===== src/rtl/m6809_core_alu_seq.sv =====
// 6809 wide ALU with registered results/flags and a multi-cycle shift-add MUL.
// Single-cycle ops report done one cycle after start; MUL iterates H cycles first.
module m6809_core_alu_seq #(
    parameter int unsigned WIDTH = 16
) (
    input  logic             clk,
    input  logic             reset_b,
    input  logic             start,
    input  logic [2:0]       op,
    input  logic [WIDTH-1:0] alu_in_a,
    input  logic [WIDTH-1:0] alu_in_b,
    input  logic             c_in,
    input  logic             v_in,
    input  logic             n_in,
    input  logic             h_in,
    output logic             busy,
    output logic             done,
    output logic             wr_en,
    output logic [WIDTH-1:0] alu_out,
    output logic             c_out,
    output logic             z_out,
    output logic             n_out,
    output logic             v_out,
    output logic             h_out
);

    localparam int unsigned H  = WIDTH / 2;
    localparam int unsigned CW = $clog2(H + 1);

    localparam logic [2:0] OP_TST = 3'd0;
    localparam logic [2:0] OP_ADD = 3'd1;
    localparam logic [2:0] OP_SUB = 3'd2;
    localparam logic [2:0] OP_CMP = 3'd3;
    localparam logic [2:0] OP_SEX = 3'd4;
    localparam logic [2:0] OP_MUL = 3'd5;

    typedef enum logic [1:0] {
        S_IDLE = 2'd0,
        S_MUL  = 2'd1,
        S_DONE = 2'd2
    } state_t;

    state_t state, state_nx;

    logic             accept_c;
    logic             finish_c;
    logic             mul_step_c;

    logic [H-1:0]     mcand_q;
    logic [H-1:0]     mplr_q;
    logic [WIDTH-1:0] acc_q;
    logic [CW-1:0]    count_q;
    logic             n_lat_q;
    logic             v_lat_q;
    logic             h_lat_q;

    logic [H-1:0]     addend_c;
    logic [H:0]       mul_sum_c;
    logic [WIDTH-1:0] acc_nx_c;

    logic [WIDTH:0]   add_c;
    logic [WIDTH:0]   sub_c;
    logic [WIDTH-1:0] sex_c;

    logic [WIDTH-1:0] res_c;
    logic             res_cf_c;
    logic             res_vf_c;
    logic             res_nf_c;
    logic             res_hf_c;
    logic             res_wr_c;

    // State register
    always_ff @(posedge clk or negedge reset_b) begin
        if (!reset_b) begin
            state <= S_IDLE;
        end else begin
            state <= state_nx;
        end
    end

    // Next-state and control strobes
    always_comb begin
        state_nx   = state;
        accept_c   = 1'b0;
        finish_c   = 1'b0;
        mul_step_c = 1'b0;
        unique case (state)
            S_IDLE: begin
                if (start) begin
                    accept_c = 1'b1;
                    if (op == OP_MUL) begin
                        state_nx = S_MUL;
                    end else begin
                        state_nx = S_DONE;
                        finish_c = 1'b1;
                    end
                end
            end
            S_MUL: begin
                mul_step_c = 1'b1;
                if (count_q == CW'(1)) begin
                    state_nx = S_DONE;
                    finish_c = 1'b1;
                end
            end
            S_DONE: begin
                state_nx = S_IDLE;
            end
            default: begin
                state_nx = S_IDLE;
            end
        endcase
    end

    // One shift-add step: add multiplicand into the upper half, then shift right with carry
    always_comb begin
        addend_c  = mplr_q[0] ? mcand_q : '0;
        mul_sum_c = {1'b0, acc_q[WIDTH-1:H]} + {1'b0, addend_c};
        acc_nx_c  = {mul_sum_c, acc_q[H-1:1]};
    end

    // Single-cycle arithmetic on the live operands
    always_comb begin
        add_c = {1'b0, alu_in_a} + {1'b0, alu_in_b};
        sub_c = {1'b0, alu_in_a} - {1'b0, alu_in_b};
        sex_c = {{H{alu_in_a[H-1]}}, alu_in_a[H-1:0]};
    end

    // Result and flag selection for whichever operation is finishing
    always_comb begin
        res_c    = alu_in_a;
        res_cf_c = c_in;
        res_vf_c = 1'b0;
        res_nf_c = alu_in_a[WIDTH-1];
        res_hf_c = h_in;
        res_wr_c = 1'b1;
        if (state == S_MUL) begin
            res_c    = acc_nx_c;
            res_cf_c = acc_nx_c[H-1];
            res_vf_c = v_lat_q;
            res_nf_c = n_lat_q;
            res_hf_c = h_lat_q;
        end else begin
            unique case (op)
                OP_ADD: begin
                    res_c    = add_c[WIDTH-1:0];
                    res_cf_c = add_c[WIDTH];
                    res_vf_c = (alu_in_a[WIDTH-1] == alu_in_b[WIDTH-1]) &&
                               (add_c[WIDTH-1] != alu_in_a[WIDTH-1]);
                    res_nf_c = add_c[WIDTH-1];
                end
                OP_SUB, OP_CMP: begin
                    res_c    = sub_c[WIDTH-1:0];
                    res_cf_c = sub_c[WIDTH];
                    res_vf_c = (alu_in_a[WIDTH-1] != alu_in_b[WIDTH-1]) &&
                               (sub_c[WIDTH-1] != alu_in_a[WIDTH-1]);
                    res_nf_c = sub_c[WIDTH-1];
                    res_wr_c = (op != OP_CMP);
                end
                OP_SEX: begin
                    res_c    = sex_c;
                    res_vf_c = v_in;
                    res_nf_c = sex_c[WIDTH-1];
                end
                default: begin
                    // TST and the reserved encodings
                    res_c    = alu_in_a;
                    res_nf_c = alu_in_a[WIDTH-1];
                end
            endcase
        end
    end

    // Datapath: MUL operands/iteration, handshake flags, registered results
    always_ff @(posedge clk or negedge reset_b) begin
        if (!reset_b) begin
            busy    <= 1'b0;
            done    <= 1'b0;
            wr_en   <= 1'b0;
            alu_out <= '0;
            c_out   <= 1'b0;
            z_out   <= 1'b0;
            n_out   <= 1'b0;
            v_out   <= 1'b0;
            h_out   <= 1'b0;
            mcand_q <= '0;
            mplr_q  <= '0;
            acc_q   <= '0;
            count_q <= '0;
            n_lat_q <= 1'b0;
            v_lat_q <= 1'b0;
            h_lat_q <= 1'b0;
        end else begin
            busy <= (state_nx == S_MUL);
            done <= (state_nx == S_DONE);
            if (accept_c && (op == OP_MUL)) begin
                mcand_q <= alu_in_a[H-1:0];
                mplr_q  <= alu_in_b[H-1:0];
                acc_q   <= '0;
                count_q <= CW'(H);
                n_lat_q <= n_in;
                v_lat_q <= v_in;
                h_lat_q <= h_in;
            end
            if (mul_step_c) begin
                acc_q   <= acc_nx_c;
                mplr_q  <= mplr_q >> 1;
                count_q <= count_q - CW'(1);
            end
            if (finish_c) begin
                alu_out <= res_c;
                c_out   <= res_cf_c;
                z_out   <= ~|res_c;
                n_out   <= res_nf_c;
                v_out   <= res_vf_c;
                h_out   <= res_hf_c;
                wr_en   <= res_wr_c;
            end
        end
    end

`ifndef SYNTHESIS
    logic pending_q;

    // Tracks an accepted request that has not yet reported done
    always_ff @(posedge clk or negedge reset_b) begin
        if (!reset_b) begin
            pending_q <= 1'b0;
        end else if (accept_c) begin
            pending_q <= 1'b1;
        end else if (state == S_DONE) begin
            pending_q <= 1'b0;
        end
    end

    a_busy_in_mul: assert property (@(posedge clk) disable iff (!reset_b) busy |-> (state == S_MUL));
    a_done_single: assert property (@(posedge clk) disable iff (!reset_b) done |=> !done);
    a_done_start:  assert property (@(posedge clk) disable iff (!reset_b) done |-> pending_q);
`endif

endmodule


===== config.mk =====
export PLATFORM = sky130hd
export DESIGN_NAME = m6809_core_alu_seq
export DESIGN_NICKNAME = d
export VERILOG_FILES = /design/src/rtl/m6809_core_alu_seq.sv
export SDC_FILE = /design/constraint.sdc
export NUM_CORES = 1
export LEC_CHECK = 0
export ABC_AREA = 1
export ABC_CLOCK_PERIOD_IN_PS = 5000
export CAP_MARGIN = 30
export CORE_ASPECT_RATIO = 1.75
export CORE_MARGIN = 8
export CORE_UTILIZATION = 63
export CTS_BUF_LIST = sky130_fd_sc_hd__clkbuf_4 sky130_fd_sc_hd__clkbuf_8
export DETAILED_ROUTE_END_ITERATION = 8
export HOLD_SLACK_MARGIN = 0.02
export PLACE_DENSITY = 0.95
export REMOVE_ABC_BUFFERS = 1
export SYNTH_ARGS = -nofsm -noshare
export SYNTH_HDL_FRONTEND = slang
export SYNTH_SLANG_ARGS = --single-unit

===== constraint.sdc =====
create_clock -name clk -period 5 [get_ports clk]
set_input_delay 0.5 -clock clk [delete_from_list [all_inputs] [get_ports clk]]
set_output_delay 0.5 -clock clk [all_outputs]
set_load 0.03 [all_outputs]

# Word level (Yosys, flattened, before mapping)

Index checks and enable logic that the tools add are counted.

Flip-flop bits (word level): 65
Bits in latches: 0
Bits in writable memories: 0
ROM bits: 0
Output and inout port bits: 24
Logic and storage cells: 72
Memories: 0

$add $sub $neg: 4
$mul: 0
Divide/modulo/power cells: 0
Magnitude comparators: 0
Equal/unequal tests: 14
Shift-type cells: 0
Muxes and demuxes: 29
Bitwise gates (word level): 0
Reductions and logical operators: 8

Operators with widths:

| kind                | number |
|---|---|
| $mux 16             | 3 |
| $pmux 16 s3         | 1 |
| $mux 8              | 3 |
| $add 16x16->17      | 1 |
| $sub 16x16->17      | 1 |
| $reduce_or 16->1    | 1 |
| $mux 1              | 12 |
| $add 8x8->9         | 1 |
| $mux 4              | 2 |
| $eq 3x2->1 const B  | 2 |
| $eq 3x3->1 const B  | 2 |
| $mux 2              | 3 |
| $pmux 1 s3          | 2 |
| $eq 2x1->1 const B  | 2 |
| $eq 4x1->1 const B  | 1 |
| $pmux 1 s2          | 2 |
| $pmux 2 s2          | 1 |
| $sub 4x1->4 const B | 1 |
| $eq 3x1->1 const B  | 1 |
| $logic_and 1x1->1   | 3 |
| $ne 1x1->1          | 3 |
| $ne 3x2->1 const B  | 1 |
| $eq 2x2->1 const B  | 1 |
| $logic_not 2->1     | 1 |
| 4 further kinds     | 4 |

# Logic depth before layout (Yosys ltp)

Gate-level depths: netlist of the first run.

Depth after elaboration: 6
Mapped depth: 20

# Worst setup path after synthesis of the first run

No wires, ideal clock.

Path kind: input to register
Start point: input port alu_in_a[0]
End point: register z_out
Setup time: 0.065 ns
Data arrival time: 2.169 ns
Required time: 4.935 ns
Setup slack: 2.766 ns
Cell stages on the path: 20
Path buffers: 0
Path through: inv_1 ha_1 fa_1 inv_1 nand2_1 nand2_1 nand3_1 nand2_1 nand2_1 nand3_1 nand2_1 nand2_1 nand2_1 nor2_1 nand2_1 nor2_1 nand2_1 nor2_2 nand3_1 nand2_1

Longest elaborated chain between the ends: 5

RTL lines:

| element                                                 | RTL line | RTL |
|---|---|---|
| start, declared                                         | 10       | `input logic [WIDTH-1:0] alu_in_a,` |
| $sub 16x16->17 / $add 16x16->17 (equally long branches) | 125, 124 |  |
| $pmux 16 s3 (*)                                         | 144      | `unique case (op)` |
| $mux 16 (*)                                             | 137      | `if (state == S_MUL) begin` |
| $reduce_or 16->1 (*)                                    | 213      | `z_out <= ~\|res_c;` |
| $logic_not 1->1 (*)                                     | 213      |  |
| end signal, assigned                                    | 213      |  |
| end, declared                                           | 21       | `output logic z_out,` |

Every way passes the cells marked *; elsewhere a longest branch is shown, timed or not.
A chain may end at the register's enable or synchronous reset.

# Worst setup path after layout of the first run

Start point: register state[0]
End point: register mplr_q[1]

Longest elaborated chain between the ends: 4

RTL lines:

| element                            | RTL line | RTL |
|---|---|---|
| start, declared                    | 43       | `state_t state, state_nx;` |
| start signal, assigned             | 77       | `state <= state_nx;` |
| $logic_not 2->1                    | 87       | `unique case (state)` |
| $mux 1                             | 87       |  |
| $logic_and 1x1->1                  | 196      | `if (accept_c && (op == OP_MUL)) begin` |
| $reduce_bool 2->1 (no source line) | -        |  |
| end signal, assigned               | 198      | `mplr_q <= alu_in_b[H-1:0];` |
| end signal, assigned               | 207      | `mplr_q <= mplr_q >> 1;` |
| end, declared                      | 50       | `logic [H-1:0] mplr_q;` |

Parallel ways exist; a longest one is shown, timed or not.

==> results.md, run 1 <==
- Yosys cell types: 39
- Chip width: 86.46 um
- Ant. Diodes: 0
- Capture point of the worst reg-to-reg path: mplr_q[1]
- Worst setup path start: state[0]
- CTS Hold Buffers Added: 0
- Pin count of the biggest net entering global routing: 65
- Worst min path class: in2async
- CP Capture Type: register
- FFs w/ async S/R, synth: 1.000
- DPL Wire Length: 12,620 um
- DR WL/cell: 16.56 um
- CTS Sinks: 64
- Initial DRT Pass Iterations: 5
- Yosys warns: 0
- Max Clk Rate: 335.2 MHz
- Vias/cell: 5.826
- Port buffer count: 65
- Clock latency at the later pin of the worst-skew pair: 0.36 ns
- Max-slew violations: 0
- Clock-pin slew on the worst setup and hold paths: 0.08 ns
- Final GP Congestion: 0.9620
- Peak VDD IR: 0.1437 mV
- Gr ovfl total: 0
- Share of layout cells above drive strength 1: 0.05438
- Yosys top cell area share: 0.2926
- Clock root buffer: clkbuf_8
- Clock Path Buffers: 2
- CP required: 5.25 ns
- Worst-path fanout max: 54
- Crit path launch type: register
- Final core utilization: 0.7406
- CTS tree: yes
- Unrepaired setup endpoints after global routing: no
- Synthesized instance count: 845
- Pwr per Cell Area: 313.4 mW/mm^2
- Most frequent cells in the layout: nand2_1 (258), inv_1 (123), nor2_1 (88), nand3_1 (75)
- Leak Pwr: 3.374 nW
- Global-route wire length before repair: 27,430 um
- Setup Skew: 0.009414 ns
- Status: completed
- Crit path capture: mplr_q[1]
- # nets final: 984
- Least-Margin Pin Slew: 0.9794 ns
- Register-to-register setup slack: 2.02 ns
- Crit path DAT: 3.23 ns
- DR DRC count: 0
- Synth Flop Type: dfrtp_1
- Final Hold Viols: 0
- H-tree depth: 3
- Count of state elements after synthesis: 64
- Reg2Reg Launch Point: state[0]
- Post-CTS Setup Inserts: 0
- Minimum clock period: 2.983 ns
- Initial antenna violation count: 0
- Post-route ant nets: 0
- Worst r2r path cells: 6
- Die H: 139.3 um
- Final setup fails: 0
- Routed WL: 16,860 um
- Number of global-route vias before repair: 5,962
- Final worst-path cycle share: 0.5966
- Area Growth Syn to Fin: 15.82%
- Setup TNS: 0 ns
- # rows: 45
- Avg Cell Area, Syn: 6.477 sq um
- Core area: 0.008558 sq mm
- Leading cell type in the layout, fill and taps excluded: nand2_1
- Total Routing Usage GR: 0.2851
- Initial Util: 0.6395
- Largest cells by area after synthesis: dfrtp_1 (29%), nand2_1 (18%), ha_1 (9.8%)
- Number of synthesized flops with an enable pin: 0
- # resized after CTS: 0
- Area leader, netlist: dfrtp_1
- CTS Buf Count: 9
- Synth Cell Area: 0.005473 sq mm
- Max-capacitance violation count: 0
- Num ports: 66
- Die area: 0.01204 sq mm
- Initial DRC Count: 542
- Vias: 5,931
- Slew HR: 0.3446
- Sequential fraction of the synthesis area: 0.2926
- Crit Path Class: reg2reg
[where the power goes]
part	leakage [nW]	internal (mW)	switching, mW	total (mW)
Clock	0.0925	0.234	0.231	0.465
Sequential	0.783	0.638	0.0875	0.726
Combinational	2.50	0.286	0.509	0.796
Total	3.37	1.16	0.828	1.99
[area by class of cell]
class | count | area, sq um
inverter | 129 | 491.7
clock inverter | 7 | 78.83
sequential | 64 | 1602
clock buffer | 9 | 123.9
tap | 117 | 146.4
fill | 732 | 2220
multi-input combinational | 624 | 3228
timing repair buffer | 68 | 668.1
[synth_stat cells, types with 5 or more instances]
cell type,number
clkbuf_1,11
dfrtp_1,64
o21ai_0,34
a21oi_1,34
nor2_1,88
o21bai_1,5
a31oi_1,20
o22ai_1,14
buf_2,10
nand3_1,75
inv_1,123
ha_1,43
nand4_1,10
nand2_1,258
[worst max-delay path, cell delays in order, from the launching register on]
cell and delay, ns:
dfrtp_1 0.44, nand2_4 0.51, clkinv_4 0.23, nor2_1 0.81, inv_1 0.55, nor2_1 0.24, nor2_1 0.07
[sequential cells by signal (all words and copies together) (netlist names), 2 cells and up]
register	flops
mplr_q	8
mcand_q	8
acc_q	15
alu_out	16
count_q	4
state	2
[worst min path at each step]
stage / start / end / depth (start not counted)
global placement: mcand_q[7] / mcand_q[7] / 2
detailed placement: mcand_q[7] / mcand_q[7] / 2
floorplan: reset_b / acc_q[10] / 0
finish: reset_b / mplr_q[3] / 2
CTS: reset_b / mplr_q[3] / 2
global route: reset_b / mplr_q[4] / 2
[per-stage QoR]
step	hold WS (ns)	area [sq um]	total power, mW	setup slack [ns]	instances
2_1_floorplan	0.2044	5321	1.218	2.755	817
3_3_place_gp	0.4530	6136	1.476	1.936	1002
3_5_place_dp	0.4593	6136	1.498	1.874	1002
4_1_cts	0.3350	6339	1.969	2.093	1018
5_1_grt	0.3809	6339	2.093	1.856	1018
6_report	0.3067	6339	1.987	2.017	1018
[cells by family (layout without fill, tap and decap cells)]
| group | after synthesis | in the layout | share of synthesized area |
|---|---|---|---|
| buf+inv | 157 | 213 | 0.1175 |
| simple gates | 452 | 452 | 0.3457 |
| compound gates | 125 | 125 | 0.1333 |
| flops | 64 | 64 | 0.2926 |
| xor+xnor | 1 | 1 | 0.001601 |
| fa+ha+maj | 46 | 46 | 0.1093 |
[layer usage]
metal,up-vias,part of all wire,track usage
met4,0,0.067,0.2128
met1,2740,0.36,0.3007
met5,-,0,0
met3,83,0.057,0.03007
met2,305,0.51,0.5000
li1,2803,-,-
No activity file was read; power rests on OpenSTA's default activity.
==> inputs of run 2 (changes only) <==
--- a/config.mk
+++ b/config.mk
@@ -6,11 +6,11 @@
 export NUM_CORES = 1
 export LEC_CHECK = 0
 export ABC_AREA = 1
-export ABC_CLOCK_PERIOD_IN_PS = 5000
+export ABC_CLOCK_PERIOD_IN_PS = 2900
 export CAP_MARGIN = 30
 export CORE_ASPECT_RATIO = 1.75
 export CORE_MARGIN = 8
-export CORE_UTILIZATION = 63
+export CORE_UTILIZATION = 59
 export CTS_BUF_LIST = sky130_fd_sc_hd__clkbuf_4 sky130_fd_sc_hd__clkbuf_8
 export DETAILED_ROUTE_END_ITERATION = 8
 export HOLD_SLACK_MARGIN = 0.02
==> constraint.sdc (replaced) <==
create_clock -name clk -period 2.9 [get_ports clk]
set_input_delay 0.29 -clock clk [delete_from_list [all_inputs] [get_ports clk]]
set_output_delay 0.29 -clock clk [all_outputs]
set_load 0.03 [all_outputs]
==> run 2 against run 1 <==
  * Total power is 80% higher
  * Non-clock buffer count is 25 higher
  * Critical endpoint is now z_out
  * Highest routed layer unchanged
  * Clock power grew 95%
==> results.md, run 2 (synthesized netlist as in run 1, its figures left out) <==
- Core area: 0.009036 sq mm
- Slowest CP cell: clkdlybuf4s50_1
- Status: completed
- Worst min path class: in2reg
- CTS Sinks: 64
- Setup Skew: 0.008636 ns
- Most flops, register: alu_out
- Unrepaired setup endpoints after global routing: no
- Final GP Congestion: 0.9854
- FF+latch area: 0.001602 sq mm
- Total Routing Usage GR: 0.2920
- DR DRC count: 0
- Setup TNS: 0 ns
- Crit path cell chain: clkdlybuf4s50_1, inv_1, ha_1, fa_1, inv_1, nand2_1, nand3_1, o21ai_0, nand2_1, nand2_1, nor2_1, nand3_1, nor2_2, nand2_1, nor2_1, nand2_1, nor2_2, nand3_1, nand2_1
- Initial DRC Count: 680
- Pre-CTS setup slack: 0.03091 ns
- CP required: 3.20 ns
- Initial Util: 0.6056
- Chip width: 88.81 um
- Vias/cell: 5.902
- Share of layout cells above drive strength 1: 0.08315
- Clock Path Buffers: 2
- Clock-pin slew on the worst setup and hold paths: 0.07 ns
- Clock latency at the later pin of the worst-skew pair: 0.36 ns
- Crit path launch type: primary input
- Worst-path fanout max: 3
- Port buffer count: 65
- Pwr per Cell Area: 542.7 mW/mm^2
- Post-route design area: 0.006573 sq mm
- Flip-flop count of the largest register after layout: 16
- Reg2Reg Launch Point: mplr_q[0]
- DPL Wire Length: 13,140 um
- CTS Buf Count: 9
- Vias: 6,173
- Crit Path Class: in2reg
- Clock root buffer: clkbuf_8
- Ant. Diodes: 0
- Routed WL: 17,480 um
- Final Hold Viols: 0
- Final setup fails: 0
- Global-route wire length before repair: 28,430 um
- Final worst-path cycle share: 0.8973
- Post-DP Area: 0.006320 sq mm
- Area Growth Syn to Fin: 20.10%
- Crit path DAT: 2.90 ns
- Fillers: 727
- # rows: 46
- Capture point of the worst reg-to-reg path: z_out
- CP Capture Type: register
- Max Clk Rate: 384.3 MHz
- Hold Path Origin: alu_in_b[0]
- Worst path max stage delay: 0.51 ns
- Final core utilization: 0.7274
- Worst Path Buf+Inv: 3
- Setup ws final: 0.2979 ns
- Pin count of the biggest net entering global routing: 36
- H-tree depth: 3
- # nets final: 1,009
- Register-to-register setup slack: 0.41 ns
- Largest registers: alu_out x16, acc_q x15
- Initial DRT Pass Iterations: 6
- Max-capacitance violation count: 0
- Most used cell, CP: nand2_1
- Most frequent cells in the layout: nand2_1 (256), inv_1 (123), nor2_1 (87), nand3_1 (75), dfrtp_1 (64)
- Gr ovfl total: 0
- DR WL/cell: 16.71 um
- Least-Margin Pin Slew: 0.7596 ns
- Peak VDD IR: 0.4546 mV
- Die H: 143.4 um
- Num ports: 66
- Worst r2r path cells: 17
- Hold depth: 3
- Initial antenna violation count: 0
- Multi-input logic area: 0.003238 sq mm
- Die area: 0.01274 sq mm
- Delay-heaviest family, CP: simple AND/OR/NAND/NOR gates
- Leak Pwr: 3.525 nW
- Number of global-route vias before repair: 6,052
- Slew HR: 0.4930
- Max-slew violations: 0
- Post-route ant nets: 0
- Worst hold endpoint: mplr_q[0]
- Leading cell type in the layout, fill and taps excluded: nand2_1
- CTS tree: yes
- Minimum clock period: 2.602 ns
-- run 2: cell count changes in the layout (fill, tap and decap cells not counted), sizes merged, moves of 2 or more --
cell | before | now
buf | 4 | 28
clkbuf | 9 | 11
clkinv | 2 | 4
clkinvlp | 3 | 0
inv | 130 | 128
-- run 2: report_power, final --
group	switching, mW	leakage, nW	internal (mW)
Combinational	0.888	2.62	0.522
Sequential	0.150	0.783	1.10
Clock	0.376	0.119	0.529
Total	1.41	3.52	2.15
-- run 2: area by class of cell --
class / count / area share
multi-input cells: 624 / 0.4927
flip-flops and latches: 64 / 0.2437
repair buffers: 93 / 0.1310
inverters: 129 / 0.07481
clock buffers: 11 / 0.02303
well taps: 120 / 0.02284
clock inverters: 5 / 0.01199
-- run 2: how the worst max path moves through the flow --
stage / startpoint / end / slack, ns / cells after the start
floorplan: mplr_q[0] / z_out / 0.81 / 15
global placement: alu_in_a[0] / z_out / 0.09 / 19
detailed placement: alu_in_a[0] / z_out / 0.03 / 21
CTS: alu_in_b[0] / z_out / 0.37 / 21
global route: alu_in_a[0] / z_out / 0.03 / 19
finish: alu_in_a[0] / z_out / 0.30 / 19
-- run 2: metal layers --
| metal | global-route usage | routed length [um] | vias to the layer above | share of wire |
|---|---|---|---|---|
| li1 | - | - | 2845 | - |
| met1 | 0.2974 | 5776 | 2806 | 0.33 |
| met2 | 0.4945 | 8889 | 394 | 0.51 |
| met3 | 0.06808 | 1457 | 128 | 0.083 |
| met4 | 0.2242 | 1358 | 0 | 0.078 |
| met5 | 0 | 0 | - | 0 |
-- run 2: worst min-delay path, stage by stage --
cell	delay (ns)
dlymetal6s2s_1	0.17
o22ai_1	0.15
nor2_1	0.09
-- run 2: through the flow --
step / hold slack, ns / total power, mW / cells
2_1_floorplan: -0.005591 / 2.100 / 817
3_3_place_gp: 0.2861 / 2.570 / 1029
3_5_place_dp: 0.2973 / 2.618 / 1029
4_1_cts: 0.4575 / 3.525 / 1046
5_1_grt: 0.3988 / 3.773 / 1046
6_report: 0.3799 / 3.567 / 1046
-- run 2: timing repair --
item,4_1_cts,5_1_grt
gates resized for setup,0,5
setup endpoints to repair,0,1
hold buffers,1,0
endpoints found under the hold margin,21,0
setup buffers,0,0
